File: config.mk
export PLATFORM = sky130hd
export DESIGN_NAME = uart_tx_mmio_flat
export DESIGN_NICKNAME = d
export VERILOG_FILES = /design/src/rtl/uart_tx_mmio_if.sv /design/src/rtl/uart_tx_mmio.sv /design/src/flat_wrapper.sv
export SDC_FILE = /design/constraint.sdc
export NUM_CORES = 1
export LEC_CHECK = 0
export ABC_AREA = 1
export CAP_MARGIN = 10
export CORE_ASPECT_RATIO = 1.25
export CORE_MARGIN = 3
export CORE_UTILIZATION = 50
export CTS_CLUSTER_DIAMETER = 30
export CTS_CLUSTER_SIZE = 40
export DETAILED_ROUTE_END_ITERATION = 16
export PLACE_DENSITY = 0.75
export SLEW_MARGIN = 20
export SYNTH_ARGS = -nofsm -noshare
export SYNTH_HDL_FRONTEND = slang
export SYNTH_SLANG_ARGS = --single-unit
export TNS_END_PERCENT = 100
File: constraint.sdc
create_clock -name clk -period 6.05 [get_ports clk]
set_clock_uncertainty 0.2 [all_clocks]
set_input_delay 1.5125 -clock clk [delete_from_list [all_inputs] [get_ports clk]]
set_output_delay 1.5125 -clock clk [all_outputs]
set_load 0.1 [all_outputs]
File: src/rtl/uart_tx_mmio_if.sv
// Valid/ready MMIO slot between the address arbiter and the UART transmitter.
interface uart_tx_mmio_if;
  logic        valid;
  logic        ready;
  logic [31:0] addr;
  logic [31:0] wdata;
  logic [3:0]  wstrb;
  logic [31:0] rdata;

  modport master (output valid, addr, wdata, wstrb, input ready, rdata);
  modport slave  (input valid, addr, wdata, wstrb, output ready, rdata);
endinterface

File: src/rtl/uart_tx_mmio.sv
// MMIO UART transmitter: CPU writes bytes into a small FIFO that a TX FSM
// serialises as 8N1 frames; a STATUS register exposes busy/full/empty/count.
module uart_tx_mmio #(
  parameter int unsigned CLK_DIV    = 868,
  parameter int unsigned FIFO_DEPTH = 8
) (
  input  logic           clk,
  input  logic           rst,
  uart_tx_mmio_if.slave  bus,
  output logic           uart_tx
);

  localparam int unsigned PTR_W = $clog2(FIFO_DEPTH);
  localparam int unsigned CNT_W = PTR_W + 1;
  localparam int unsigned DIV_W = $clog2(CLK_DIV);

  typedef enum logic [1:0] {S_IDLE, S_START, S_DATA, S_STOP} state_e;

  state_e              state_q, state_d;
  logic [DIV_W-1:0]    div_q, div_d;
  logic [2:0]          bit_q, bit_d;
  logic [7:0]          shift_q, shift_d;
  logic                tx_q, tx_d;
  logic [PTR_W-1:0]    wr_ptr_q, wr_ptr_d;
  logic [PTR_W-1:0]    rd_ptr_q, rd_ptr_d;
  logic [CNT_W-1:0]    count_q, count_d;
  logic                ready_q, ready_d;
  logic                done_q, done_d;
  logic [31:0]         rdata_q, rdata_d;
  logic [7:0]          mem_q [FIFO_DEPTH];

  logic                full_c, empty_c, accept_c, push_c, pop_c, div_last_c;
  logic                is_write_c, stall_c;
  logic [1:0]          off_c;
  logic [31:0]         status_c;
  logic                unused_c;

  assign unused_c = ^{bus.addr[31:4], bus.addr[1:0], bus.wdata[31:8]};

  // Bus decode, FIFO bookkeeping and register read-back.
  always_comb begin
    full_c     = (count_q == CNT_W'(FIFO_DEPTH));
    empty_c    = (count_q == '0);
    off_c      = bus.addr[3:2];
    is_write_c = |bus.wstrb;

    status_c             = '0;
    status_c[0]          = (state_q != S_IDLE) || !empty_c;
    status_c[1]          = full_c;
    status_c[2]          = empty_c;
    status_c[8 +: CNT_W] = count_q;

    // done_q blocks re-acceptance of a request whose valid has not dropped yet.
    stall_c  = (off_c == 2'd0) && bus.wstrb[0] && full_c;
    accept_c = bus.valid && !ready_q && !done_q && !stall_c;
    push_c   = accept_c && (off_c == 2'd0) && bus.wstrb[0];
    pop_c    = (state_q == S_IDLE) && !empty_c;

    ready_d = accept_c;
    done_d  = done_q;
    if (accept_c)       done_d = 1'b1;
    else if (!bus.valid) done_d = 1'b0;

    rdata_d = '0;
    if (accept_c && !is_write_c && (off_c == 2'd1)) rdata_d = status_c;

    wr_ptr_d = push_c ? wr_ptr_q + PTR_W'(1) : wr_ptr_q;
    rd_ptr_d = pop_c  ? rd_ptr_q + PTR_W'(1) : rd_ptr_q;

    case ({push_c, pop_c})
      2'b10:   count_d = count_q + CNT_W'(1);
      2'b01:   count_d = count_q - CNT_W'(1);
      default: count_d = count_q;
    endcase
  end

  // TX FSM; uart_tx is registered from the current state, so it lags one cycle.
  always_comb begin
    state_d    = state_q;
    div_d      = div_q;
    bit_d      = bit_q;
    shift_d    = shift_q;
    tx_d       = 1'b1;
    div_last_c = (div_q == DIV_W'(CLK_DIV - 1));

    case (state_q)
      S_IDLE: begin
        tx_d = 1'b1;
        if (pop_c) begin
          shift_d = mem_q[rd_ptr_q];
          div_d   = '0;
          bit_d   = '0;
          state_d = S_START;
        end
      end
      S_START: begin
        tx_d = 1'b0;
        if (div_last_c) begin
          div_d   = '0;
          state_d = S_DATA;
        end else begin
          div_d = div_q + DIV_W'(1);
        end
      end
      S_DATA: begin
        tx_d = shift_q[0];
        if (div_last_c) begin
          div_d   = '0;
          shift_d = {1'b0, shift_q[7:1]};
          if (bit_q == 3'd7) begin
            bit_d   = '0;
            state_d = S_STOP;
          end else begin
            bit_d = bit_q + 3'd1;
          end
        end else begin
          div_d = div_q + DIV_W'(1);
        end
      end
      S_STOP: begin
        tx_d = 1'b1;
        if (div_last_c) begin
          div_d   = '0;
          state_d = S_IDLE;
        end else begin
          div_d = div_q + DIV_W'(1);
        end
      end
      default: state_d = S_IDLE;
    endcase
  end

  always_ff @(posedge clk) begin
    if (rst) begin
      state_q  <= S_IDLE;
      div_q    <= '0;
      bit_q    <= '0;
      shift_q  <= '0;
      tx_q     <= 1'b1;
      wr_ptr_q <= '0;
      rd_ptr_q <= '0;
      count_q  <= '0;
      ready_q  <= 1'b0;
      done_q   <= 1'b0;
      rdata_q  <= '0;
    end else begin
      state_q  <= state_d;
      div_q    <= div_d;
      bit_q    <= bit_d;
      shift_q  <= shift_d;
      tx_q     <= tx_d;
      wr_ptr_q <= wr_ptr_d;
      rd_ptr_q <= rd_ptr_d;
      count_q  <= count_d;
      ready_q  <= ready_d;
      done_q   <= done_d;
      rdata_q  <= rdata_d;
    end
  end

  // FIFO storage needs no reset; pointers define what is valid.
  always_ff @(posedge clk) begin
    if (push_c) mem_q[wr_ptr_q] <= bus.wdata[7:0];
  end

  assign bus.ready = ready_q;
  assign bus.rdata = rdata_q;
  assign uart_tx   = tx_q;

endmodule

File: src/flat_wrapper.sv
// flat-port wrapper written by rule: the top's interface ports become plain ports
module uart_tx_mmio_flat 
#(
  parameter int unsigned CLK_DIV    = 868,
  parameter int unsigned FIFO_DEPTH = 8
)
  (clk, rst, uart_tx, bus_valid, bus_addr, bus_wdata, bus_wstrb, bus_ready, bus_rdata);
  uart_tx_mmio_if bus_i ();
  input  logic clk;
  input  logic rst;
  output logic uart_tx;
  input wire logic [$bits(bus_i.valid)-1:0] bus_valid;
  input wire logic [$bits(bus_i.addr)-1:0] bus_addr;
  input wire logic [$bits(bus_i.wdata)-1:0] bus_wdata;
  input wire logic [$bits(bus_i.wstrb)-1:0] bus_wstrb;
  output wire logic [$bits(bus_i.ready)-1:0] bus_ready;
  output wire logic [$bits(bus_i.rdata)-1:0] bus_rdata;
  assign bus_i.valid = bus_valid;
  assign bus_i.addr = bus_addr;
  assign bus_i.wdata = bus_wdata;
  assign bus_i.wstrb = bus_wstrb;
  assign bus_ready = bus_i.ready;
  assign bus_rdata = bus_i.rdata;
  uart_tx_mmio #(.CLK_DIV(CLK_DIV), .FIFO_DEPTH(FIFO_DEPTH)) u_core (.clk(clk), .rst(rst), .bus(bus_i), .uart_tx(uart_tx));
endmodule
==> Yosys cells after proc, flatten, opt, wreduce, memory -nomap -nowiden <==
Memory sizes are Yosys's and may differ from the RTL's. A register that Yosys moved wholly into a read port is not among the register bits.
Cells that the tools add are included.
{ "totals": {"mem_bits_rw": 64, "romBits": 0, "latch_bits": 0, "mem_count": 1, "out_inout_bits": 34, "reg_bits": 68} }
{ "classes": {"n_addsub": 6, "n_eq_ne": 15, "mux": 24, "n_mul": 0, "bitwise_logic": 1, "shift": 0, "n_reduce_logical": 28, "order_cmp": 0, "div_mod_pow": 0} }
{ "memory_table": {"columns": ["memory", "depth", "word_bits", "rd", "rd_clocked_by_memory_dff", "wr", "line", "text"], "rows": [
  ["u_core.mem_q", 8, 8, 1, 1, 1, "uart_tx_mmio.sv:30", "logic [7:0] mem_q [FIFO_DEPTH];"]
]} }
{ "op_table": {"columns": ["operator", "count"], "rows": [
  ["$mux W10", 2],
  ["$pmux W10 S2", 1],
  ["$mux W8", 2],
  ["$pmux W8 S2", 1],
  ["$mux W3", 5],
  ["$ne A2 B1 Y1 const B", 6],
  ["$add A10 B1 Y10 const B", 1],
  ["$eq A10 B10 Y1 const B", 1],
  ["$logic_and A1 B1 Y1", 10],
  ["$mux W2", 5],
  ["$add A3 B1 Y3 const B", 3],
  ["$pmux W2 S4", 1],
  ["$pmux W4 S2", 1],
  ["$eq A2 B1 Y1 const B", 3],
  ["$eq A2 B2 Y1 const B", 3],
  ["$pmux W3 S2", 1],
  ["$reduce_bool A2 Y1", 3],
  ["$logic_not A1 Y1", 5],
  ["$reduce_and A5 Y1", 1],
  ["$add A4 B1 Y4 const B", 1],
  ["$eq A4 B4 Y1 const B", 1],
  ["$logic_not A2 Y1", 2],
  ["$logic_not A4 Y1", 1],
  ["$mux W1", 4],
  ["9 further kinds", 10]
]} }

==> Logic depth before layout (Yosys ltp) <==
{ "logic_depth": {"ltp_word": 9, "mapped_depth": 13} }

==> Least setup slack after synthesis <==
No wires, ideal clock.
{ "synth_timing": {"path_type": "in2reg", "startpoint": "input port bus_valid", "endpoint": "memory u_core.mem_q[0][0], enable pin", "path_slack_ns": 2.700, "t_arrival_ns": 2.766, "required_time_ns": 5.467, "stages": 7, "n_path_buf": 0, "setup_time_ns": 0.383, "cell_sequence": "nor3b_1 > o21ai_2 > inv_1 > nand2_2 > inv_1 > nand2_1 > nor3_1"} }
{ "synth_via": {"elab_chain_cells": 7} }
{ "synth_rtl": {"columns": ["element", "line", "text"], "rows": [
  ["start, declared", "flat_wrapper.sv:12", "input wire logic [$bits(bus_i.valid)-1:0] bus_valid;"],
  ["$logic_and A1 B1 Y1 (3 in a row)", "uart_tx_mmio.sv:55", "accept_c = bus.valid && !ready_q && !done_q && !stall_c;"],
  ["$logic_and A1 B1 Y1 (2 in a row)", "uart_tx_mmio.sv:56", "push_c = accept_c && (off_c == 2'd0) && bus.wstrb[0];"],
  ["$mux W1", "uart_tx_mmio.sv:163", "if (push_c) mem_q[wr_ptr_q] <= bus.wdata[7:0];"],
  ["$mux W1 (not written as such)", "uart_tx_mmio.sv:163", null],
  ["end, declared", "uart_tx_mmio.sv:30", null]
]} }
No other way between the ends.

==> Worst setup path in the final report <==
{ "layout_timing": {"startpoint": "input port bus_valid", "endpoint": "memory u_core.mem_q[0][4], enable pin"} }
Same word-level chain as after synthesis.

==> results.json <==
{
  "leakagePower_nw": 2.19,
  "cts_sinks": 110,
  "cp_data_arrival_time_ns": 3.46,
  "yosysTopAreaCellShare_pct": 38.7,
  "crit_path_max_fanout": 8,
  "drv_slew": 0,
  "crit_path_end_kind": "register",
  "clock_latency_ns": 0.34,
  "p_per_area_nw_per_um2": 426,
  "drt-initial-drc-count": 140,
  "p_int_mw": 1.44,
  "drive_gt1_share_pct": 8.94,
  "ctsResizeCount": 0,
  "worst_pin_slew_ns": 0.982,
  "wl_per_cell_um": 14.0,
  "initial_core_util_pct": 51.5,
  "syn_area_per_cell_um2": 9.39,
  "cts-root-buf": "clkbuf_16",
  "p_comb_share_pct": 35.9,
  "synth.distinct_cells": 36,
  "holdPathStages": 2,
  "multi_input_area_um2": 1800,
  "postCtsHoldBufs": 0,
  "fin_hold_ws_ns": 0.260,
  "cts_setup_buffers": 0,
  "gr-total-overflow": 0,
  "cts_tree": "built",
  "yosys-top-cells-count": "144 x nand2_1, 64 x edfxtp_1, 55 x nand3_1",
  "vias": 3500,
  "ios": 105,
  "synth_area_um2": 4970,
  "dp_hpwl_mm": 6.46,
  "fillers": 833,
  "yosys_warnings": 0,
  "core_um2": 9660,
  "die-area_um2": 11200,
  "drtAntennaViolNets": 0,
  "peakVddDrop_uv": 252,
  "grt_pass1_wl_mm": 15.7,
  "h-tree-depth": 3,
  "synthArstFlopShare_pct": 0,
  "via_per_inst": 5.11,
  "syn_to_final_growth_pct": 11.3,
  "drv_cap": 0,
  "rows": 40,
  "fp.dieW_um": 95.2,
  "yosysMostFrequentCell": "nand2_1",
  "route.detailed.drc": 0,
  "grt_usage_pct": 18.0,
  "sw_frac_of_total_pct": 38.8,
  "r2r-start": "u_core.count_q[2]$_SDFFE_PP0P_",
  "setup.worst_path.start": "bus_valid",
  "num_antenna_cells": 0,
  "yosysSeqAreaShare_pct": 57.2,
  "io_buffers": 25,
  "place.gp.congestion": 0.829,
  "post-place-cells": 669,
  "synth_ff_type": "edfxtp_1",
  "rr_endpoint": "u_core.mem_q[0][4]$_DFFE_PP_",
  "clk_pin_slew_worst_paths_ns": 0.07,
  "hold_viol_final": 0,
  "tns_ns": 0,
  "grt_pass1_vias": 3500,
  "synthCells": 529,
  "hold_path_class": "reg2reg",
  "yosysTopAreaCell": "edfxtp_1",
  "outcome": "finished clean",
  "fin_crit_sh_pct": 61.0,
  "path_class": "in2reg",
  "fp.dieH_um": 117,
  "reg2reg_depth": 8,
  "cts_buffers": 9,
  "start_kind": "input port",
  "fin_cells": 685,
  "nets": 639,
  "required_ns": 5.82,
  "critPathCapture": "u_core.mem_q[0][4]$_DFFE_PP_",
  "wl_mm": 9.61,
  "setup_violations": 0,
  "p_switching_mw": 0.915,
  "sequentialPowerShare_pct": 39.3,
  "fmax_mhz": 271,
  "synth_edf_count": 64,
  "yosys-top-cells-area": "edfxtp_1 39%, dfxtp_1 19%, nand2_1 11%",
  "rsz0062_at_grt": "no",
  "slew_headroom_pct": 34.3,
  "grt_max_degree": 34,
  "worst-r2r-setup-slack_ns": 3.64,
  "min_period_ns": 3.69,
  "grt_antenna_before_repair": 0,
  "pwr-share-clk_pct": 24.8,
  "seq_area_um2": 2840,
  "clk_path_buf_depth": 2,
  "ys_seq_elements": 110,
  "dr.pass1.iters": 4
}
==> routing by layer <==
| metal | wire length (µm) | vias to the layer above | global-route usage [%] |
|---|---|---|---|
| met5 | 0 | - | 0 |
| met4 | 152 | 0 | 7.22 |
| met3 | 456 | 15 | 3.39 |
| met2 | 5220 | 73 | 32.9 |
| met1 | 3780 | 1648 | 19.9 |
| li1 | - | 1764 | - |
==> sequential cells by signal, summed over array words and instances (netlist names), named ones only <==
signal	cells
u_core.bit_q	3
u_core.bus.rdata	7
u_core.bus.ready	1
u_core.count_q	4
u_core.div_q	10
u_core.done_q	1
u_core.mem_q	64
u_core.rd_ptr_q	3
u_core.shift_q	8
u_core.state_q	2
u_core.uart_tx	1
u_core.wr_ptr_q	3
==> per-stage QoR <==
step / area (µm²) / util [%] / total power [mW] / worst slack [ns]
final: 5530 / 57.2 / 2.35 / 2.36
after global routing: 5530 / 57.2 / 2.52 / 2.16
after CTS: 5530 / 57.2 / 2.37 / 2.29
after detailed placement: 5230 / 54.2 / 1.79 / 1.94
after global placement: 5230 / 54.2 / 1.76 / 2.06
after floorplan: 5060 / - / 1.66 / 2.70
==> layout by cell type, fill, tap and decap left out, types with 5 or more instances in the layout <==
cell type and n:
a21oi_1 22, a21oi_2 8, buf_4 7, clkbuf_16 9, clkdlybuf4s50_1 25, conb_1 25, dfxtp_1 46, edfxtp_1 64
ha_1 14, inv_1 34, nand2_1 144, nand2_2 5, nand3_1 55, nor2_1 40, nor3_1 7, o21ai_0 18
==> worst max-delay path, cell delays in order <==
cell             delay (ns)
clkdlybuf4s50_1        0.47
nor3b_1                0.24
o21ai_2                0.11
inv_1                  0.07
nand2_2                0.09
inv_1                  0.12
nand2_1                0.15
nor3_2                 0.69
==> power groups by stage <==
stage | Combinational (mW) | Clock [mW] | Sequential (mW)
6_report | 0.845 | 0.584 | 0.925
5_1_grt | 0.961 | 0.626 | 0.935
4_1_cts | 0.852 | 0.593 | 0.925
3_5_place_dp | 0.846 | 0 | 0.941
3_3_place_gp | 0.820 | 0 | 0.936
2_1_floorplan | 0.721 | 0 | 0.943
==> kinds of logic (layout without fill, tap and decap cells) <==
group,Yosys count,after routing,synth area share [%]
DFF,110,110,57.2
AOI/OAI and AO/OA,56,56,6.72
buffers and inverters,77,83,8.66
xor gates and xnor gates,3,3,0.529
and+or+nand+nor,268,268,23.3
other,1,25,0.0755
adders and majority gates,14,14,3.52
==> cell type report <==
| type | instances | area share, % |
|---|---|---|
| multi-input combinational | 366 | 32.5 |
| inverter | 35 | 2.38 |
| clock inverter | 7 | 1.31 |
| tap | 126 | 2.85 |
| sequential | 110 | 51.4 |
| clock buffer | 9 | 4.07 |
| timing repair buffer | 32 | 5.48 |
==> worst min path at each step <==
stage	from	to	slack, ns
2_1_floorplan	u_core.rd_ptr_q[2]$_SDFFE_PP0N_	register	0.23
3_3_place_gp	u_core.done_q$_SDFFE_PP0P_	u_core.done_q$_SDFFE_PP0P_	0.25
3_5_place_dp	u_core.done_q$_SDFFE_PP0P_	u_core.done_q$_SDFFE_PP0P_	0.25
4_1_cts	u_core.done_q$_SDFFE_PP0P_	u_core.done_q$_SDFFE_PP0P_	0.26
5_1_grt	u_core.done_q$_SDFFE_PP0P_	u_core.done_q$_SDFFE_PP0P_	0.29
6_report	u_core.done_q$_SDFFE_PP0P_	u_core.done_q$_SDFFE_PP0P_	0.26
(Power assumes the default switching activity.)
